<file path="config.mk">
export PLATFORM = sky130hd
export DESIGN_NAME = o_buf_controller
export DESIGN_NICKNAME = d
export VERILOG_FILES = /design/src/rtl/o_buf_controller.sv
export SDC_FILE = /design/constraint.sdc
export NUM_CORES = 1
export LEC_CHECK = 0
export ABC_AREA = 1
export BUFFER_PORTS_ARGS = -buffer_cell sky130_fd_sc_hd__buf_2
export CAP_MARGIN = 0
export CORE_AREA = 8 8 128 82
export CTS_BUF_LIST = sky130_fd_sc_hd__clkbuf_4
export CTS_CLUSTER_SIZE = 12
export DETAILED_ROUTE_END_ITERATION = 12
export DIE_AREA = 0 0 136 90
export GPL_TIMING_DRIVEN = 0
export PLACE_DENSITY_LB_ADDON = 0.1
export SYNTH_ARGS = -nofsm -noshare
export SYNTH_HDL_FRONTEND = slang
export SYNTH_SLANG_ARGS = --single-unit
</file>
<file path="constraint.sdc">
create_clock -name pclk -period 2 [get_ports pclk]
set_input_delay 0.4 -clock pclk [delete_from_list [all_inputs] [get_ports pclk]]
set_output_delay 0.4 -clock pclk [all_outputs]
set_load 0.01 [all_outputs]
</file>
<file path="src/rtl/o_buf_controller.sv">
// Linebuffer readout: fetches 32-bit words, unpacks them to 8-bit pixels
// and drives a raster video stream with line/frame interrupts.
module o_buf_controller #(
    parameter int H_ACTIVE = 640,
    parameter int H_FP     = 16,
    parameter int H_SYNC   = 96,
    parameter int H_BP     = 48,
    parameter int V_ACTIVE = 480,
    parameter int V_FP     = 10,
    parameter int V_SYNC   = 2,
    parameter int V_BP     = 33,
    parameter int ADDR_W   = 17
) (
    input  logic              pclk,
    input  logic              rst_n,
    input  logic              en,
    input  logic              buf_ready,
    input  logic              underrun_clr,
    input  logic [31:0]       rd_data,
    output logic [ADDR_W-1:0] addr,
    output logic              rd_en,
    output logic              vsync,
    output logic              hsync,
    output logic              vde,
    output logic [7:0]        o_data,
    output logic              line_done,
    output logic              frame_done,
    output logic              underrun
);
    localparam int H_TOTAL = H_ACTIVE + H_FP + H_SYNC + H_BP;
    localparam int V_TOTAL = V_ACTIVE + V_FP + V_SYNC + V_BP;
    localparam int HW = $clog2(H_TOTAL);
    localparam int VW = $clog2(V_TOTAL);

    typedef enum logic {IDLE, RUN} state_t;
    state_t state_q, state_d;

    logic [HW-1:0] h_cnt;
    logic [VW-1:0] v_cnt;
    logic          run;
    logic          h_act, v_act, h_last, v_last, wrap;
    logic          line_start, line_ok, line_ok_c, slot;
    logic          vde_r, hs_r, vs_r, ld_r, fd_r;

    assign run        = (state_q == RUN);
    assign h_act      = h_cnt < HW'(H_ACTIVE);
    assign v_act      = v_cnt < VW'(V_ACTIVE);
    assign h_last     = h_cnt == HW'(H_TOTAL - 1);
    assign v_last     = v_cnt == VW'(V_TOTAL - 1);
    assign wrap       = run && h_last && v_last;
    assign line_start = run && (h_cnt == '0);
    assign line_ok_c  = line_start ? buf_ready : line_ok;
    assign slot       = run && h_act && v_act && (h_cnt[1:0] == 2'b00);
    assign rd_en      = slot && line_ok_c;

    assign vde_r = run && h_act && v_act;
    assign hs_r  = run && (h_cnt >= HW'(H_ACTIVE + H_FP))
                       && (h_cnt <  HW'(H_ACTIVE + H_FP + H_SYNC));
    assign vs_r  = run && (v_cnt >= VW'(V_ACTIVE + V_FP))
                       && (v_cnt <  VW'(V_ACTIVE + V_FP + V_SYNC));
    assign ld_r  = vde_r && (h_cnt == HW'(H_ACTIVE - 1));
    assign fd_r  = ld_r && (v_cnt == VW'(V_ACTIVE - 1));

    always_ff @(posedge pclk or negedge rst_n) begin
        if (!rst_n) state_q <= IDLE;
        else        state_q <= state_d;
    end

    // en only matters when idle or at the frame wrap
    always_comb begin
        state_d = state_q;
        unique case (state_q)
            IDLE: if (en) state_d = RUN;
            RUN:  if (wrap && !en) state_d = IDLE;
            default: state_d = IDLE;
        endcase
    end

    always_ff @(posedge pclk or negedge rst_n) begin
        if (!rst_n) begin
            h_cnt <= '0;
            v_cnt <= '0;
        end else if (!run) begin
            h_cnt <= '0;
            v_cnt <= '0;
        end else if (h_last) begin
            h_cnt <= '0;
            v_cnt <= v_last ? '0 : v_cnt + VW'(1);
        end else begin
            h_cnt <= h_cnt + HW'(1);
        end
    end

    // Skipped slots still advance addr so later lines stay aligned
    always_ff @(posedge pclk or negedge rst_n) begin
        if (!rst_n)             addr <= '0;
        else if (!run || wrap)  addr <= '0;
        else if (slot)          addr <= addr + ADDR_W'(1);
    end

    always_ff @(posedge pclk or negedge rst_n) begin
        if (!rst_n) begin
            line_ok  <= 1'b0;
            underrun <= 1'b0;
        end else begin
            if (line_start) line_ok <= buf_ready;
            if (line_start && v_act && !buf_ready) underrun <= 1'b1;
            else if (underrun_clr)                 underrun <= 1'b0;
        end
    end

    logic       vde1, hs1, vs1, ld1, fd1, ok1, rd_q;
    logic [1:0] idx1;
    logic [31:0] word_q, src;
    logic [7:0]  pix;

    always_ff @(posedge pclk or negedge rst_n) begin
        if (!rst_n) begin
            vde1 <= 1'b0;
            hs1  <= 1'b0;
            vs1  <= 1'b0;
            ld1  <= 1'b0;
            fd1  <= 1'b0;
            ok1  <= 1'b0;
            rd_q <= 1'b0;
            idx1 <= 2'b00;
        end else begin
            vde1 <= vde_r;
            hs1  <= hs_r;
            vs1  <= vs_r;
            ld1  <= ld_r;
            fd1  <= fd_r;
            ok1  <= line_ok_c;
            rd_q <= rd_en;
            idx1 <= h_cnt[1:0];
        end
    end

    // Byte 0 comes straight off rd_data; the rest from the latched word
    always_ff @(posedge pclk or negedge rst_n) begin
        if (!rst_n)    word_q <= '0;
        else if (rd_q) word_q <= rd_data;
    end

    assign src = (idx1 == 2'b00) ? rd_data : word_q;
    assign pix = src[{idx1, 3'b000} +: 8];

    always_ff @(posedge pclk or negedge rst_n) begin
        if (!rst_n) begin
            vsync      <= 1'b0;
            hsync      <= 1'b0;
            vde        <= 1'b0;
            o_data     <= 8'h00;
            line_done  <= 1'b0;
            frame_done <= 1'b0;
        end else begin
            vsync      <= vs1;
            hsync      <= hs1;
            vde        <= vde1;
            o_data     <= (vde1 && ok1) ? pix : 8'h00;
            line_done  <= ld1;
            frame_done <= fd1;
        end
    end
endmodule

</file>
# ---- Word-level counts from Yosys, hierarchy flattened
# Index checks and enable logic that the tools add are counted.
dict set report totals {
  output_inout_bits 32
  register_bits 93
  inputBits 37
}
dict set report op_classes {
  n_eq_ne 5
  add_sub_neg 3
  n_reduce_logical 26
  shift 1
  bitwise 1
  n_mux 15
  n_lt_le_gt_ge 6
}
# cell count
set ops {}
lappend ops {{$mux W10} 5}
lappend ops {{$mux W17} 2}
lappend ops {{$mux W32} 1}
lappend ops {{$shiftx A32 B6 Y8} 1}
lappend ops {{$eq A10 B10 Y1 const B} 3}
lappend ops {{$add A10 B1 Y10 const B} 2}
lappend ops {{$lt A10 B10 Y1 const B} 2}
lappend ops {{$lt A10 B9 Y1 const B} 2}
lappend ops {{$add A17 B1 Y17 const B} 1}
lappend ops {{$logic_and A1 B1 Y1} 17}
lappend ops {{$eq A10 B9 Y1 const B} 1}
lappend ops {{$ge A10 B10 Y1 const B} 1}
lappend ops {{$ge A10 B9 Y1 const B} 1}
lappend ops {{$logic_not A10 Y1} 1}
lappend ops {{$mux W8} 1}
lappend ops {{$mux W1} 5}
lappend ops {{$logic_not A2 Y1} 2}
lappend ops {{$reduce_bool A2 Y1} 2}
lappend ops {{$logic_not A1 Y1} 3}
lappend ops {{$ne A2 B1 Y1 const B} 1}
lappend ops {{$pmux W1 S2} 1}
lappend ops {{$logic_or A1 B1 Y1} 1}
lappend ops {{$not A1 Y1} 1}

# ---- Longest topological paths before layout
dict set report depth {
  word_depth 6
  depth_mapped 10
  mapped_depth_nobuf 9
}

# ---- Worst setup path before layout
# OpenSTA, ideal clock, no wires.
dict set report synth_path {
  kind {register to output}
  from {register v_cnt[5]}
  to {output rd_en}
  path_stages_with_launch 9
  path_slack_ns 0.281
  t_arrival_ns 1.319
  cell_sequence {dfrtp_1 > nand2_1 > inv_1 > nand2_1 > nand2_2 > nor2_4 > nand2_2 > buf_6 > nor3_2}
}
dict set report synth_via {
  elab_chain_len 4
}
# element line
set synth_rtl {}
lappend synth_rtl {{from (decl)} 39} ;# logic [VW-1:0] v_cnt;
lappend synth_rtl {{from (signal assigned)} 88} ;# v_cnt <= v_last ? '0 : v_cnt + VW'(1);
lappend synth_rtl {{$lt A10 B9 Y1} 47} ;# assign v_act = v_cnt < VW'(V_ACTIVE);
lappend synth_rtl {{$logic_and A1 B1 Y1} -}
lappend synth_rtl {{named net vde_r} 43} ;# logic vde_r, hs_r, vs_r, ld_r, fd_r;
lappend synth_rtl {{$logic_and A1 B1 Y1} 53} ;# assign slot = run && h_act && v_act && (h_cnt[1:0] == 2'b00);
lappend synth_rtl {{$logic_and A1 B1 Y1} 54} ;# assign rd_en = slot && line_ok_c;
lappend synth_rtl {{to (decl)} 21} ;# output logic rd_en,
# The timed path passes the listed nets, and every way through them passes these cells.

# ---- Worst setup path in the final report
dict set report layout_path {
  from {register h_cnt[9]}
  to {output rd_en}
}
dict set report layout_via {
  elab_chain_len 5
  elab_cells_between_ends 8
  classes_between {1 x order compare; 1 x mux; 6 x reduce/logical}
}
# element line
set layout_rtl {}
lappend layout_rtl {{from (decl)} 38} ;# logic [HW-1:0] h_cnt;
lappend layout_rtl {{from (signal assigned)} 90} ;# h_cnt <= h_cnt + HW'(1);
lappend layout_rtl {{$lt A10 B10 Y1} 46} ;# assign h_act = h_cnt < HW'(H_ACTIVE);
lappend layout_rtl {{$logic_and A1 B1 Y1 (2 in a row)} -}
lappend layout_rtl {{named net vde_r} 43}
lappend layout_rtl {{$logic_and A1 B1 Y1} 53}
lappend layout_rtl {{$logic_and A1 B1 Y1} 54}
# The timed path passes the listed nets, and every way through them passes these cells.

==> results.ini <==
[outcome]
run_status=finished, violations left
failed_checks=setup timing

[power]
internal-power_uw=3270
report.power.total_uw=5200
cellPowerDensity_mw_per_mm2=1020
vdd_drop_max_v=0.000528
seqPwrFrac_pct=47.4
net_switching_power_uw=1930
switching_share_pct=37.1
power.static_leakage_uw=0.00253
portion_of_total_power_attributed_to_the_clock_network_pct=19.2
combinationalPowerShare_pct=33.4

[worst_setup_path]
timing.reg2reg.setup_slack_ns=0.10
cp_data_required_time_ns=1.60
critical_path.endpoint_type=primary output
critical_path.slowest_cell=sky130_fd_sc_hd__dfrtp_1
worst-path-max-fanout=5
critPathArrivalTime_ns=1.89
worstReg2RegEnd=addr[7]
r2r_start=h_cnt[0]
worstPathCellList=nand2_2, nand2_2, inv_2, nand2_2, nor2_4, nand2_4, buf_8, nor3_4, buf_2
critical-path-top-cell-by-count=sky130_fd_sc_hd__nand2_2
r2r_cells=10
critical_path.startpoint_type=flop
cpPeakStageDelay_ns=0.46
crit_type=reg -> out

[global_routing]
grt_start_max_net_pins=56
wire_length_of_the_first_global_routing_pass_mm=18.2
grt_pass1_vias=3602
grt_remaining_overflow=0
antenna_violations_before_repair=0
grt_use_total_pct=18.5

[timing]
fmaxAchievable_mhz=436
rsz0062_at_grt=yes
setup_violators_final=1
number_of_endpoints_with_negative_hold_slack_in_the_final_report=0
final_cycle_share_pct=115
tightestPinTransition_ns=0.517
worst_slew_margin_rel_pct=65.5
final.min_clock_period_ns=2.29
drv_slew=0
setup_slack_ns=-0.294
fin_worst_skew_ns=0.0115
fin_worst_hold_slack_ns=0.142

[worst_hold_path]
worstHoldEndpoint=run
worstHoldStart=en
holdCritPathClass=in -> reg
hold_depth=2

[detailed_routing]
finalWirelength_mm=11.0
wl_per_cell_um=15.2
drc=0
vias=3712
initialDrtViolationCount=262
antenna_violating_nets_left=0
viasPerCell=5.14
first_pass_iters=5

[finish]
fillers=809
combined_area_of_the_multi_input_logic_cells_mm2=0.00182
regArea_mm2=0.00213
n_antenna_cell=0
area_growth_syn_to_layout_pct=22.0
finish.net_count=643
final_layout_size_suffix_gt1_share_pct=25.2

[clocking]
clock_tree.htree_level_count=3
worstSkewPairLatency_ns=0.44
cts_num_sinks=85
numCtsBuffers=9
clkSlewWorstSetupHoldPaths_ns=0.12
cts-root-buf=sky130_fd_sc_hd__clkbuf_4
cts_tree=built
ctsLongestPathBuffers=2

[logic_synthesis]
most_instantiated_cells_after_synthesis=sky130_fd_sc_hd__nand2_1 (110), sky130_fd_sc_hd__dfrtp_1 (85), sky130_fd_sc_hd__inv_1 (64)
ys_types=35
share_of_async_settable_or_async_resettable_flops_after_synthesis_pct=100
synth.yosys.seq_area_share_pct=50.8
synth-main-ff-cell=sky130_fd_sc_hd__dfrtp_1
ys_top_cells_by_area=sky130_fd_sc_hd__dfrtp_1 (51%), sky130_fd_sc_hd__nand2_1 (9.9%), sky130_fd_sc_hd__inv_1 (5.7%)
yosys.area.top_type_share_pct=50.8
leading_cell_type_by_number_of_instances_after_synthesis=sky130_fd_sc_hd__nand2_1
synthesis.instances=499
postSynthAreaPerCell_um2=8.39
synth_top_cell_by_area=sky130_fd_sc_hd__dfrtp_1
synth.ff_latch_count=85
yosys_warnings=0
synth_enable_flop_cells=0
net_count_after_synthesis=541
post_synth_instance_area_mm2=0.00419

[placement]
dp_hpwl_mm=7.79
buffer_ports.inserted=68
replace_congestion=0.923

[die]
initial_utilization_pct=47.6
placementRows=27
floorplan.core_area_mm2=0.00878
die_w_um=136
dieHeight_um=90
design.portCount=69
floorplan.die_area_mm2=0.0122

[run]
timing.max_cap.violations=0

power by group through the flow:
stage	sequential (uW)	clock (uW)	combinational [uW]
floorplan	2490	0	1010
detailed placement	2500	0	1540
CTS	2460	1040	1690
finish	2470	997	1740
global placement	2480	0	1490
global route	2520	1100	1960
registers in the layout, summed over array words and instances, names as in the netlist, 2 cells and up:
name and cells:
word_q 24, o_data 8, h_cnt 10, addr 17
v_cnt 10, idx1 2
cells in the final DEF, fill, tap and decap left out, types with 2 or more instances in the layout:
cell	n
sky130_fd_sc_hd__nor2_1	47
sky130_fd_sc_hd__nand3_1	37
sky130_fd_sc_hd__nor3_4	2
sky130_fd_sc_hd__nor2_2	4
sky130_fd_sc_hd__clkinv_1	2
sky130_fd_sc_hd__ha_1	4
sky130_fd_sc_hd__inv_6	2
sky130_fd_sc_hd__nand4_1	11
sky130_fd_sc_hd__xor2_1	7
sky130_fd_sc_hd__nor4_1	2
sky130_fd_sc_hd__buf_4	22
sky130_fd_sc_hd__inv_2	2
sky130_fd_sc_hd__nand2_2	9
sky130_fd_sc_hd__buf_6	3
sky130_fd_sc_hd__nor2_4	4
sky130_fd_sc_hd__a21oi_1	12
sky130_fd_sc_hd__o211ai_1	16
sky130_fd_sc_hd__dfrtp_1	79
sky130_fd_sc_hd__dfrtp_2	6
sky130_fd_sc_hd__nand3b_1	4
sky130_fd_sc_hd__clkbuf_1	8
sky130_fd_sc_hd__nor3_1	9
sky130_fd_sc_hd__nand2_1	106
sky130_fd_sc_hd__clkbuf_4	9
sky130_fd_sc_hd__nand2_4	2
sky130_fd_sc_hd__buf_2	69
sky130_fd_sc_hd__o21ai_0	36
sky130_fd_sc_hd__mux2_2	8
sky130_fd_sc_hd__inv_1	63
layout make-up:
type | count | share of cell area [%]
Buffer | 14 | 1.74
Clock buffer | 9 | 1.32
Clock inverter | 7 | 1.40
Inverter | 65 | 4.78
Multi-Input combinational cell | 335 | 35.6
Sequential cell | 85 | 41.8
Tap cell | 116 | 2.84
Timing Repair Buffer | 91 | 10.5
how the worst max path moves through the flow:
| stage | from | end | slack, ns |
|---|---|---|---|
| after global routing | h_cnt[9] | rd_en | -0.39 |
| after CTS | h_cnt[0] | rd_en | -0.30 |
| final | h_cnt[9] | rd_en | -0.29 |
| after global placement | rst_n | word_q[29] | -0.20 |
| after floorplan | v_cnt[5] | rd_en | 0.28 |
| after detailed placement | h_cnt[0] | rd_en | -0.22 |
per-layer routing:
layer	up-vias	global-route usage, %	part of all wire (%)
met5	-	0	0
met4	0	4.55	1.2
met3	14	5.17	7.9
met2	123	26.9	44
met1	1747	26.3	47
li1	1828	-	-
repair_timing:
| action | in CTS | in global routing |
|---|---|---|
| cloned | 0 | 0 |
| endpoints found under the setup margin | 1 | 14 |
| gates resized for setup | 20 | 6 |
| hold buffers | 1 | 0 |
| endpoints found under the hold margin | 30 | 0 |
| pin swaps | 6 | 7 |
| buffers inserted | 11 | 10 |
cells by family (layout without fill, tap and decap cells):
logic type / after synthesis / after routing / synth area share, %
and+or+nand+nor: 244 / 244 / 26.4
DFF: 85 / 85 / 50.8
buffers and inverters: 79 / 186 / 7.86
AOI/OAI and AO/OA: 70 / 70 / 9.63
xor gates and xnor gates: 8 / 8 / 1.67
muxes: 8 / 8 / 2.15
adders and majority gates: 5 / 5 / 1.49
worst max-delay path, delay by kind of cell, from the launching register on:
family	cells	cell delay [ns]
buffers and inverters	3	0.35
flip-flops	1	0.46
AND/OR/NAND/NOR	6	0.65
through the flow:
stage / util, % / std cells / cell area (um^2) / setup TNS (ns) / setup slack, ns
final: 58.1 / 722 / 5110 / -0.294 / -0.294
after global routing: 58.1 / 722 / 5110 / -0.589 / -0.392
after CTS: 57.1 / 712 / 5020 / -0.304 / -0.304
after detailed placement: 53.5 / 684 / 4700 / -0.217 / -0.217
after global placement: 53.2 / 683 / 4670 / -16.78 / -0.202
after floorplan: - / 499 / 4190 / 0 / 0.281
No activity file was read; power rests on OpenSTA's default activity.
